===== src/rtl/pcap_dma_ctrl.sv =====
// pcap_dma_ctrl: sequences PCAP capture words into HP DMA write bursts, closes blocks, raises IRQs.
// Rev 1.0
`default_nettype none

module pcap_dma_ctrl #(
  parameter int BURST_LEN = 16,
  parameter int CNT_WIDTH = 32
) (
  input  logic                 clk_i,
  input  logic                 reset_i,
  input  logic                 arm_i,
  input  logic                 disarm_i,
  input  logic                 capt_done_i,
  input  logic                 dmaaddr_wstb_i,
  input  logic [31:0]          dmaaddr_i,
  input  logic [31:0]          block_size_i,
  input  logic [31:0]          timeout_i,
  input  logic [CNT_WIDTH-1:0] fifo_count_i,
  output logic                 dma_req_o,
  output logic [31:0]          dma_addr_o,
  output logic [8:0]           dma_len_o,
  input  logic                 dma_ack_i,
  input  logic                 dma_done_i,
  input  logic                 dma_err_i,
  output logic                 active_o,
  output logic                 irq_o,
  output logic [3:0]           irq_status_o,
  output logic [31:0]          smpl_count_o
);

  localparam logic [8:0]           BL9  = 9'(BURST_LEN);
  localparam logic [31:0]          BL32 = 32'(BURST_LEN);
  localparam logic [CNT_WIDTH-1:0] BLC  = CNT_WIDTH'(BURST_LEN);

  localparam logic [3:0] ST_BLOCK   = 4'd1;
  localparam logic [3:0] ST_CAPT    = 4'd2;
  localparam logic [3:0] ST_TIMEOUT = 4'd3;
  localparam logic [3:0] ST_DISARM  = 4'd4;
  localparam logic [3:0] ST_ADDR    = 4'd5;

  typedef enum logic [1:0] {
    S_IDLE  = 2'd0,
    S_READY = 2'd1,
    S_REQ   = 2'd2,
    S_WAIT  = 2'd3
  } state_t;

  state_t      state, state_nxt;
  logic [31:0] cur_addr, next_addr;
  logic        next_valid, addr_ovf;
  logic [31:0] wr_words, timer;
  logic        disarm_seen, capt_seen;

  logic        arm_ok, start_burst, close_term, close_blk;
  logic [3:0]  code;
  logic [8:0]  burst_len, flush_len;
  logic [31:0] room;
  logic        fifo_empty, fifo_ge_bl, room_ge_bl, block_full, expired, flush;

  assign room       = (block_size_i >> 2) - wr_words;
  assign fifo_empty = (fifo_count_i == '0);
  assign fifo_ge_bl = (fifo_count_i >= BLC);
  assign room_ge_bl = (room >= BL32);
  assign block_full = ((wr_words << 2) == block_size_i);
  assign expired    = (timeout_i != 32'd0) && (timer >= timeout_i);
  assign flush      = disarm_seen | capt_seen | expired;

  // Residual burst: smallest of FIFO level, block room and BURST_LEN.
  assign flush_len = fifo_ge_bl ? room[8:0] :
                     room_ge_bl ? fifo_count_i[8:0] :
                     (fifo_count_i[8:0] < room[8:0]) ? fifo_count_i[8:0] : room[8:0];

  always_ff @(posedge clk_i or posedge reset_i) begin
    if (reset_i) state <= S_IDLE;
    else         state <= state_nxt;
  end

  always_comb begin
    state_nxt   = state;
    arm_ok      = 1'b0;
    start_burst = 1'b0;
    close_term  = 1'b0;
    close_blk   = 1'b0;
    code        = 4'd0;
    burst_len   = 9'd0;
    case (state)
      S_IDLE: begin
        if (arm_i) begin
          if (next_valid) begin
            arm_ok    = 1'b1;
            state_nxt = S_READY;
          end else begin
            close_term = 1'b1;
            code       = ST_ADDR;
          end
        end
      end
      S_READY: begin
        if (addr_ovf) begin
          close_term = 1'b1;
          code       = ST_ADDR;
        end else if (disarm_seen && fifo_empty) begin
          close_term = 1'b1;
          code       = ST_DISARM;
        end else if (capt_seen && fifo_empty) begin
          close_term = 1'b1;
          code       = ST_CAPT;
        end else if (block_full || (expired && wr_words != 32'd0 && fifo_empty)) begin
          if (next_valid) begin
            close_blk = 1'b1;
            code      = block_full ? ST_BLOCK : ST_TIMEOUT;
          end else begin
            close_term = 1'b1;
            code       = ST_ADDR;
          end
        end else if (fifo_ge_bl && room_ge_bl) begin
          start_burst = 1'b1;
          burst_len   = BL9;
        end else if (flush && !fifo_empty && room != 32'd0) begin
          start_burst = 1'b1;
          burst_len   = flush_len;
        end
        if (start_burst) state_nxt = S_REQ;
      end
      S_REQ: begin
        if (dma_ack_i) state_nxt = S_WAIT;
      end
      S_WAIT: begin
        if (dma_err_i) begin
          close_term = 1'b1;
          code       = ST_ADDR;
        end else if (dma_done_i) begin
          state_nxt = S_READY;
        end
      end
      default: state_nxt = S_IDLE;
    endcase
    if (close_term) state_nxt = S_IDLE;
  end

  always_ff @(posedge clk_i or posedge reset_i) begin
    if (reset_i) begin
      cur_addr     <= 32'd0;
      next_addr    <= 32'd0;
      next_valid   <= 1'b0;
      addr_ovf     <= 1'b0;
      wr_words     <= 32'd0;
      timer        <= 32'd0;
      disarm_seen  <= 1'b0;
      capt_seen    <= 1'b0;
      dma_req_o    <= 1'b0;
      dma_addr_o   <= 32'd0;
      dma_len_o    <= 9'd0;
      active_o     <= 1'b0;
      irq_o        <= 1'b0;
      irq_status_o <= 4'd0;
      smpl_count_o <= 32'd0;
    end else begin
      irq_o       <= 1'b0;
      disarm_seen <= disarm_seen | (disarm_i & active_o);
      capt_seen   <= capt_seen | (capt_done_i & active_o);

      // Opening a block consumes NEXT; a same-cycle strobe refills it.
      if (arm_ok || close_blk) begin
        cur_addr   <= next_addr;
        next_valid <= dmaaddr_wstb_i;
        if (dmaaddr_wstb_i) next_addr <= dmaaddr_i;
      end else if (dmaaddr_wstb_i) begin
        if (!active_o || !next_valid) begin
          next_addr  <= dmaaddr_i;
          next_valid <= 1'b1;
        end else begin
          addr_ovf <= 1'b1;
        end
      end

      if (arm_ok || close_blk) timer <= 32'd0;
      else if (active_o && timer != '1) timer <= timer + 32'd1;

      if (arm_ok || close_blk) wr_words <= 32'd0;
      else if (state == S_WAIT && dma_done_i && !dma_err_i) wr_words <= wr_words + 32'(dma_len_o);

      if (start_burst) begin
        dma_req_o  <= 1'b1;
        dma_addr_o <= cur_addr + (wr_words << 2);
        dma_len_o  <= burst_len;
      end else if (state == S_REQ && dma_ack_i) begin
        dma_req_o <= 1'b0;
      end

      if (arm_ok) active_o <= 1'b1;

      if (close_term || close_blk) begin
        irq_o        <= 1'b1;
        irq_status_o <= code;
        smpl_count_o <= wr_words;
      end

      if (close_term) begin
        active_o    <= 1'b0;
        next_valid  <= 1'b0;
        addr_ovf    <= 1'b0;
        wr_words    <= 32'd0;
        timer       <= 32'd0;
        disarm_seen <= 1'b0;
        capt_seen   <= 1'b0;
      end
    end
  end

endmodule

`default_nettype wire

===== config.mk =====
export PLATFORM = sky130hd
export DESIGN_NAME = pcap_dma_ctrl
export DESIGN_NICKNAME = d
export VERILOG_FILES = /design/src/rtl/pcap_dma_ctrl.sv
export SDC_FILE = /design/constraint.sdc
export NUM_CORES = 1
export LEC_CHECK = 0
export ABC_AREA = 0
export ABC_CLOCK_PERIOD_IN_PS = 12500
export CAP_MARGIN = 20
export CELL_PAD_IN_SITES_DETAIL_PLACEMENT = 1
export CELL_PAD_IN_SITES_GLOBAL_PLACEMENT = 1
export CORE_ASPECT_RATIO = 0.75
export CORE_MARGIN = 2
export CORE_UTILIZATION = 36
export CTS_BUF_LIST = sky130_fd_sc_hd__clkbuf_4 sky130_fd_sc_hd__clkbuf_8
export DETAILED_ROUTE_END_ITERATION = 16
export GPL_ROUTABILITY_DRIVEN = 0
export GPL_TIMING_DRIVEN = 0
export PLACE_DENSITY_LB_ADDON = 0.2
export SYNTH_ARGS = -nofsm -noshare
export SYNTH_HDL_FRONTEND = slang
export SYNTH_SLANG_ARGS = --single-unit

===== constraint.sdc =====
create_clock -name clk_i -period 12.5 [get_ports clk_i]
set_input_delay 2.5 -clock clk_i [delete_from_list [all_inputs] [get_ports clk_i]]
set_output_delay 2.5 -clock clk_i [all_outputs]
set_load 0.02 [all_outputs]

# --- Yosys cells after proc, flatten, opt, wreduce, memory -nomap -nowiden ---
# Index checks and enable logic that the tools add are counted.
# Widths: inputs -> output; s select.
totals:
  register_bits: 214
  inputBits: 137
  out_inout_bits: 80
  elab_cells: 157
op_classes:
  add_sub_neg: 4
  n_lt_le_gt_ge: 4
  n_eq_ne: 13
  muxes: 77
  bitwise_logic: 6
  n_reduce_logical: 37
op_table:
  columns: ["operator", "n"]
  rows:
  - ["$mux 32", 10]
  - ["$reduce_bool 32->1", 3]
  - ["$mux 9", 10]
  - ["$ge 32x5->1 const B", 2]
  - ["$mux 1", 38]
  - ["$add 32x1->32 const B", 1]
  - ["$add 32x32->32", 1]
  - ["$add 32x9->32", 1]
  - ["$eq 32x32->1", 1]
  - ["$ge 32x32->1", 1]
  - ["$logic_not 32->1", 1]
  - ["$ne 32x32->1 const B", 1]
  - ["$sub 30x32->32", 1]
  - ["$mux 3", 8]
  - ["$ne 3x3->1 const B", 6]
  - ["$mux 2", 8]
  - ["$logic_and 1x1->1", 12]
  - ["$reduce_bool 3->1", 4]
  - ["$lt 9x9->1", 1]
  - ["$pmux 3 s3", 1]
  - ["$pmux 2 s4", 1]
  - ["$reduce_bool 2->1", 4]
  - ["$reduce_and 6->1", 1]
  - ["$eq 2x2->1 const B", 2]
  - ["10 further kinds", 22]

# --- Logic depth before layout (Yosys ltp) ---
# Gate-level depths: netlist of run 1.
logic_depth:
  depth_word: 15
  depth_mapped: 16
  mapped_depth_nobuf: 15

# --- Least setup slack after synthesis of run 1 ---
# Ideal clock, no wire load.
synth_timing:
  kind: "input -> register"
  startpoint: "input block_size_i[2]"
  endpoint: "register dma_addr_o[25]"
  setup_ps: 125
  t_arrival_ps: 5506
  t_required_ps: 12375
  slack_ps: 6870
  cell_stages: 14
  path_buffers: 1
  cell_sequence: "inv_1 ha_1 fa_1 nand2b_1 a211oi_1 o21ai_1 a221oi_1 o211ai_1 nand4b_1 nor4_2 nand3_2 a21oi_4 buf_4 mux2_2"
synth_between:
  elab_chain_len: 11
  word_cells_on_any_way: 15
  classes_between: "1 x add/sub; 1 x order compare; 1 x eq/ne; 8 x mux; 4 x reduce/logical"
synth_lines:
  columns: ["element", "line_no", "text"]
  rows:
  - ["start, declared", "16", "input logic [31:0] block_size_i,"]
  - ["parallel branches: the longest is 5 deep, another holds $sub 30x32->32", null, null]
  - ["$mux 1 (*)", "108", "end else if (block_full || (expired && wr_words != 32'd0 && fifo_empty)) begin"]
  - ["$mux 1 (*)", "105", "end else if (capt_seen && fifo_empty) begin"]
  - ["$mux 1 (*)", "102", "end else if (disarm_seen && fifo_empty) begin"]
  - ["$mux 1 (*)", "99", "if (addr_ovf) begin"]
  - ["$mux 1 (*) (2 in series)", "86", "case (state)"]
  - ["end signal, assigned", "185", "dma_addr_o <= cur_addr + (wr_words << 2);"]
  - ["end, declared", "20", "output logic [31:0] dma_addr_o,"]
# Mark *: on every way between the ends. The select of a mux whose other input is x is not followed.
# A chain may end at the register's enable or synchronous reset.

# --- Worst setup path after layout of run 1 ---
layout_timing:
  startpoint: "input block_size_i[10]"
  endpoint: "register dma_addr_o[4]"
# Same word-level chain as after synthesis.

==> results of run 1 <==
[cell usage after synthesis (all sizes together), types with 8 or more instances]
| cell type | n |
|---|---|
| buf | 32 |
| or3 | 8 |
| and3 | 21 |
| nand2 | 127 |
| nor2 | 134 |
| o31ai | 11 |
| inv | 114 |
| o211ai | 13 |
| xor2 | 35 |
| nor2b | 8 |
| nand3 | 31 |
| nand2b | 18 |
| ha | 114 |
| a21o | 37 |
| nor3 | 28 |
| nand4 | 34 |
| o21ai | 77 |
| nor4 | 34 |
| dfrtp | 213 |
| xnor2 | 57 |
| a31oi | 12 |
| a21oi | 85 |
| mux2 | 105 |
| clkbuf | 16 |
| and2 | 8 |
| a211oi | 12 |
[how the worst min path moves through the flow]
stage	slack, ns	to	cells after the start
after floorplan	0.47	cur_addr[30]$_DFFE_PP0N_	1
after global placement	0.46	dma_req_o$_DFFE_PP0P_	2
after detailed placement	0.47	dma_req_o$_DFFE_PP0P_	2
after CTS	0.49	dma_req_o$_DFFE_PP0P_	2
after global routing	0.51	irq_status_o[0]$_DFFE_PP0P_	1
final	0.49	dma_req_o$_DFFE_PP0P_	2
[logic make-up after synthesis]
group           after synthesis  share of synthesized area
compound gates              319                      0.153
simple gates                483                      0.169
flops                       213                      0.379
xor+xnor                     92                     0.0573
fa+ha+maj                   117                      0.106
mux                         111                     0.0883
other cells                   1                   0.000267
buf+inv                     162                     0.0479
[report_power, final]
group          total (mW)  switching, mW  internal [mW]
combinational        1.23          0.690          0.539
clock               0.707          0.314          0.393
sequential           1.01          0.140          0.874
[area by class of cell]
class / count / area, sq um
inverters: 114 / 435
plain buffers: 48 / 246
fillers: 4399 / 20700
repair buffers: 217 / 2180
clock inverters: 9 / 90.1
clock buffers: 58 / 723
flip-flops and latches: 213 / 5330
multi-input cells: 1123 / 8070
well taps: 512 / 641
diodes: 1 / 2.50
[stage by stage]
| step | std cells | area [sq um] |
|---|---|---|
| floorplan | 1498 | 14100 |
| global placement | 2225 | 16900 |
| detailed placement | 2227 | 16900 |
| CTS | 2294 | 17700 |
| global route | 2294 | 17700 |
| finish | 2295 | 17700 |
[routing by layer]
metal,vias to the layer above,share of wire
met2,304,0.43
met4,0,0.018
li1,5884,-
met3,57,0.049
met1,6222,0.50
met5,-,0
[worst register-to-register path: stages (launching register included)]
cell and delay (ns):
dfrtp_1 0.58, inv_1 0.14, ha_1 0.29, buf_2 0.20, nand3_1 0.13, a32oi_1 0.70, o21ai_0 0.46, o31ai_1 0.39
mux2_2 0.39, a221oi_2 0.24, nand3_2 0.20, a21oi_4 0.30, clkbuf_1 0.42, o21ai_0 0.24
[registers in the layout (all words and copies together) (netlist names)]
| register | count |
|---|---|
| dma_addr_o | 32 |
| smpl_count_o | 32 |
| cur_addr | 32 |
| state | 2 |
| active_o | 1 |
| dma_req_o | 1 |
| wr_words | 32 |
| next_addr | 32 |
| next_valid | 1 |
| capt_seen | 1 |
| irq_status_o | 3 |
| timer | 32 |
| irq_o | 1 |
| addr_ovf | 1 |
| dma_len_o | 9 |
| disarm_seen | 1 |
==> metrics.txt, run 1 <==
status completed; Fin. Hold Viols 0; Fmax between 0.15 and 0.2 GHz; hold_buf cts 0; drt first pass iters 4; Worst Hold Class reg2reg; TritonCTS clock tree done; Max clock buf depth 3; crit end category flop; CP max FO 10; cell taking the most area after synthesis dfrtp_1; fin worst setup slack approximately 6.0 ns; Req. time, crit path around 13 ns; pwr dens ~170 nW/um^2; PortBufs 215; Routed WL per cell 20.7 um; die height approximately 180 um; largest net degree at the start of global routing about 130; Ports 217; M1 GR Usage 0.346; Setup TNS 0 ns; most frequent cells in the layout clkdlybuf4s50_1 (215), dfrtp_1 (213), nor2_1 (134), nand2_1 (127), ha_1 (114); GR Overflow Total 0; r2r worst-path depth 13; M3 GR Usage 0.0387; Placement Rows between 60 and 70; Global Route Usage Sum 0.234; total core area between 30000 and 40000 sq um; number of vias per cell approximately 5.4; Skew-Pair Late Insertion Delay a little under 0.6 ns; Final Max Slew Viols 0; Worst Setup SP block_size_i[10]; leakage power between 7 and 8 nW; worst reg2reg setup slack between 7 and 8 ns; crit path buf inv count 3; clock sinks 213; Synth top area share 0.379; pre-CTS setup slack roughly 5.5 ns; utilization after layout 0.461; post-synthesis area per instance roughly 9.4 sq um; Levels on crit path 13; Synth cell types 88; CTS resizes 0; ys async rst share 1.00; r2r startpoint wr_words[9]$_DFFE_PP0P_; slowest CP cell a32oi_1; worst path arrival time 6.96 ns; vias in the first global route 13000; worst slew pin tran just under 0.9 ns; #FFs+latches synth ~210; Min Hold Slack 0.487 ns; crit path capture dma_addr_o[4]$_DFFE_PP0P_; CTS Buf Count 38; Post-CTS Setup Inserts 0; RSZ-0062 raised after global routing false; Die Span X 232 um; Mapped Cells around 1500; CP top delay family compound AO/OA/AOI/OAI gates; max_cap viols 0; clk_skew ~0.032 ns; drt initial violations between 700 and 800; drt drc 0; H-tree levels 2; Starting Density 0.366; max incr delay on CP 0.70 ns; CP Class in2reg; final antenna-violating net count 0; Post-synth EDFFs 0; final WL 47.6 mm; Root Buffer Master clkbuf_8; Final Setup Violations 0; Tmin final 6.53 ns; global-route wire length before repair about 74 mm; Hold Startpoint dma_req_o$_DFFE_PP0P_; Worst VDD drop between 0.1 and 0.15 mV; synthesis warning total 0; post-synth net total approximately 1800; layout cells sized above 1 0.135; Critical Path Start Type primary input; CTS clk-pin slew, worst paths around 0.070 ns; grt met2 use 0.355; full die area between 40000 and 50000 sq um; GR peak layer met2; reg-to-reg endpoint dma_addr_o[4]$_DFFE_PP0P_; commonest non-fill, non-tap cell in the layout clkdlybuf4s50_1; Rel. slew slack 0.408; synth top area cells dfrtp_1 (38%), ha_1 (10%), mux2_2 (8.4%); DP HPWL between 30 and 40 mm; register area share after synthesis 0.379; crit-path cells clkdlybuf4s50_1 > ha_1 > buf_4 > nand3_1 > a32oi_1 > o21ai_0 > o31ai_1 > mux2_2 > a221oi_2 > nand3_2 > a21oi_4 > clkbuf_1 > o21ai_0; main flop type after synthesis dfrtp_1; crit share post-route 0.523; CP most frequent cell o21ai_0; post-synthesis cell area 14100 sq um; Design Power between 2 and 3 mW; routed vias 12500; Nets around 2000; initial antenna violation count 0; P&R area growth vs syn 25.9%
Power figures use the tool's default switching activity.
==> run 2: changes to the inputs <==
ABC_CLOCK_PERIOD_IN_PS = 6450   (was 12500)
clock period = 6.45 ns   (was 12.5 ns; I/O delays follow)
==> run 2 against run 1 <==
Compared with the run above:
- critical path depth up 2
- via count grew 0.62%
- clock-buffer cell count shrank 2
- sequential share of layout area down 0.16 points
- sequential cell count stayed put
- worst hold slack got worse by 0.0013 ns
- setup slack got worse by 4.8 ns
- register-to-register slack worse by 5.9 ns
- final area increased by 0.54%
- first-iteration DRC count fell by 3.6%
- cell count increased by 0.26%
- critical path type unchanged
- largest cell class unchanged
==> metrics.txt, run 2 (synthesis results as in run 1) <==
die height 175 um (unchanged); full die area 40700 sq um (unchanged); Starting Density 0.366 (unchanged); PortBufs 215 (unchanged); Worst Hold Class reg2reg; max_cap viols 0 (unchanged); crit share post-route 0.819; Critical Path Start Type primary input; Area after DPL 17000 sq um (+0.50%); Post-CTS Setup Inserts 0 (unchanged); Root Buffer Master clkbuf_8; CTS resizes 0 (unchanged); Setup TNS 0 ns (unchanged); initial antenna violation count 0 (unchanged); Tmin final around 5.3 ns; CTS clk-pin slew, worst paths 0.07 ns (about the same); final WL 47.5 mm (-0.26%); worst path arrival time 5.75 ns (-1.21 ns); leakage power 8.04 nW (+0.55%); layout cells sized above 1 0.138 (+0.00290); number of vias per cell 5.45 (+0.36%); global-route wire length before repair 73.9 mm (about the same); crit end category flop; final antenna-violating net count 0 (unchanged); GR Overflow Total 0 (unchanged); Fillers 4412 (+0.30%); RSZ-0062 raised after global routing false; r2r worst-path depth 16 (+3); Global Route Usage Sum 0.233 (-0.000354); Max clock buf depth 3 (unchanged); Skew-Pair Late Insertion Delay 0.57 ns (-0.02 ns); CP max FO 10 (unchanged); CP Class in2reg; Final Max Slew Viols 0 (unchanged); worst reg2reg setup slack 1.71 ns (-5.94 ns); P&R area growth vs syn 26.6%; Fin. Hold Viols 0 (unchanged); Design Power 5.70 mW (+93%); TritonCTS clock tree done; clk_skew 0.0362 ns (+0.00434 ns); routed vias 12500 (+0.62%); drt drc 0 (unchanged); worst slew pin tran 0.862 ns (-0.0199 ns); commonest non-fill, non-tap cell in the layout clkdlybuf4s50_1; WHS Endpoint dma_req_o$_DFFE_PP0P_; Placement Rows 62 (unchanged); Die Span X 232 um (unchanged); Routed WL per cell 20.6 um (-0.52%); status completed; Final Setup Violations 0 (unchanged); most frequent cells in the layout clkdlybuf4s50_1 (215), dfrtp_1 (213), nor2_1 (134), nand2_1 (127), ha_1 (114); Worst VDD drop 0.238 mV (+60%); total core area 38400 sq um (unchanged); Min Hold Slack 0.486 ns (-0.00126 ns); Nets 2014 (+0.25%); utilization after layout 0.464 (+0.00248); reg-to-reg endpoint dma_addr_o[3]$_DFFE_PP0P_; Fmax between 0.15 and 0.2 GHz; Req. time, crit path 6.91 ns (-6.01 ns); drt first pass iters 5 (+1); largest net degree at the start of global routing 43 (-66%); hold_buf cts 0 (unchanged); CTS Buf Count 38 (unchanged); vias in the first global route 13000 (+0.41%); pwr dens 320 nW/um^2 (+92%); drt initial violations 717 (-3.6%); DP HPWL 37.8 mm (+1.6%); final instance area 17800 sq um (+0.54%); Hold Startpoint dma_req_o$_DFFE_PP0P_; Rel. slew slack 0.421 (+0.0134); Ports 217 (unchanged); Hold Path Cell Cnt 2 (unchanged); H-tree levels 2 (unchanged); r2r startpoint wr_words[15]$_DFFE_PP0P_; clock sinks 213 (unchanged)
==> run 2: cell types whose count changed in the layout (fill, tap and decap cells not counted), moves of 4 or more <==
cell | before | now
clkinv_2 | 4 | 8
clkbuf_8 | 46 | 51
buf_12 | 0 | 6
clkbuf_4 | 12 | 5
==> run 2: worst max-delay path, stage by stage <==
cell and delay (ns):
clkdlybuf4s50_1 0.49, ha_1 0.41, a21oi_1 0.36, o221ai_1 0.28, o311ai_1 0.42, nand3_1 0.18, a21oi_1 0.29, mux2_2 0.41
nor4b_2 0.41, nand3_2 0.22, a21oi_4 0.31, buf_6 0.23, buf_4 0.26, nand2_1 0.08, o21ai_0 0.10
==> run 2: how the worst max path moves through the flow <==
stage                      from                      endpoint  cells past startpoint
5_1_grt        block_size_i[10]    dma_addr_o[23]$_DFFE_PP0P_                     13
4_1_cts         block_size_i[9]     dma_addr_o[3]$_DFFE_PP0P_                     15
3_3_place_gp            reset_i  smpl_count_o[30]$_DFFE_PP0P_                      2
6_report        block_size_i[9]     dma_addr_o[3]$_DFFE_PP0P_                     15
3_5_place_dp    block_size_i[9]    dma_addr_o[28]$_DFFE_PP0P_                     15
2_1_floorplan   block_size_i[2]    dma_addr_o[25]$_DFFE_PP0P_                     14
==> run 2: metrics by stage <==
stage | setup slack (ns) | std cells
3_3_place_gp | 0.592 | 2225
4_1_cts | 1.28 | 2299
5_1_grt | 0.941 | 2300
2_1_floorplan | 2.03 | 1498
6_report | 1.17 | 2301
3_5_place_dp | 0.671 | 2231
==> run 2: layout make-up <==
type,count,area [sq um],share of cell area
Antenna cell,1,2.50,0.000140
Clock inverter,12,80.1,0.00450
Timing Repair Buffer,222,2280,0.128
Inverter,114,432,0.0242
Sequential cell,213,5330,0.299
Clock buffer,56,739,0.0415
Buffer,48,246,0.0138
Multi-Input combinational cell,1123,8070,0.453
Tap cell,512,641,0.0360
==> run 2: per-layer routing <==
metal  vias to the layer above  GRT usage  share of wire
li1                       5891          -              -
met1                      6286      0.337           0.49
met2                       302      0.358           0.44
met3                        65     0.0437          0.056
met4                         0     0.0596          0.021
met5                         -          0              0
==> run 2: power by group <==
group,internal [mW],switching [mW]
Combinational,1.05,1.33
Sequential,1.69,0.258
Clock,0.745,0.624
Total,3.49,2.21
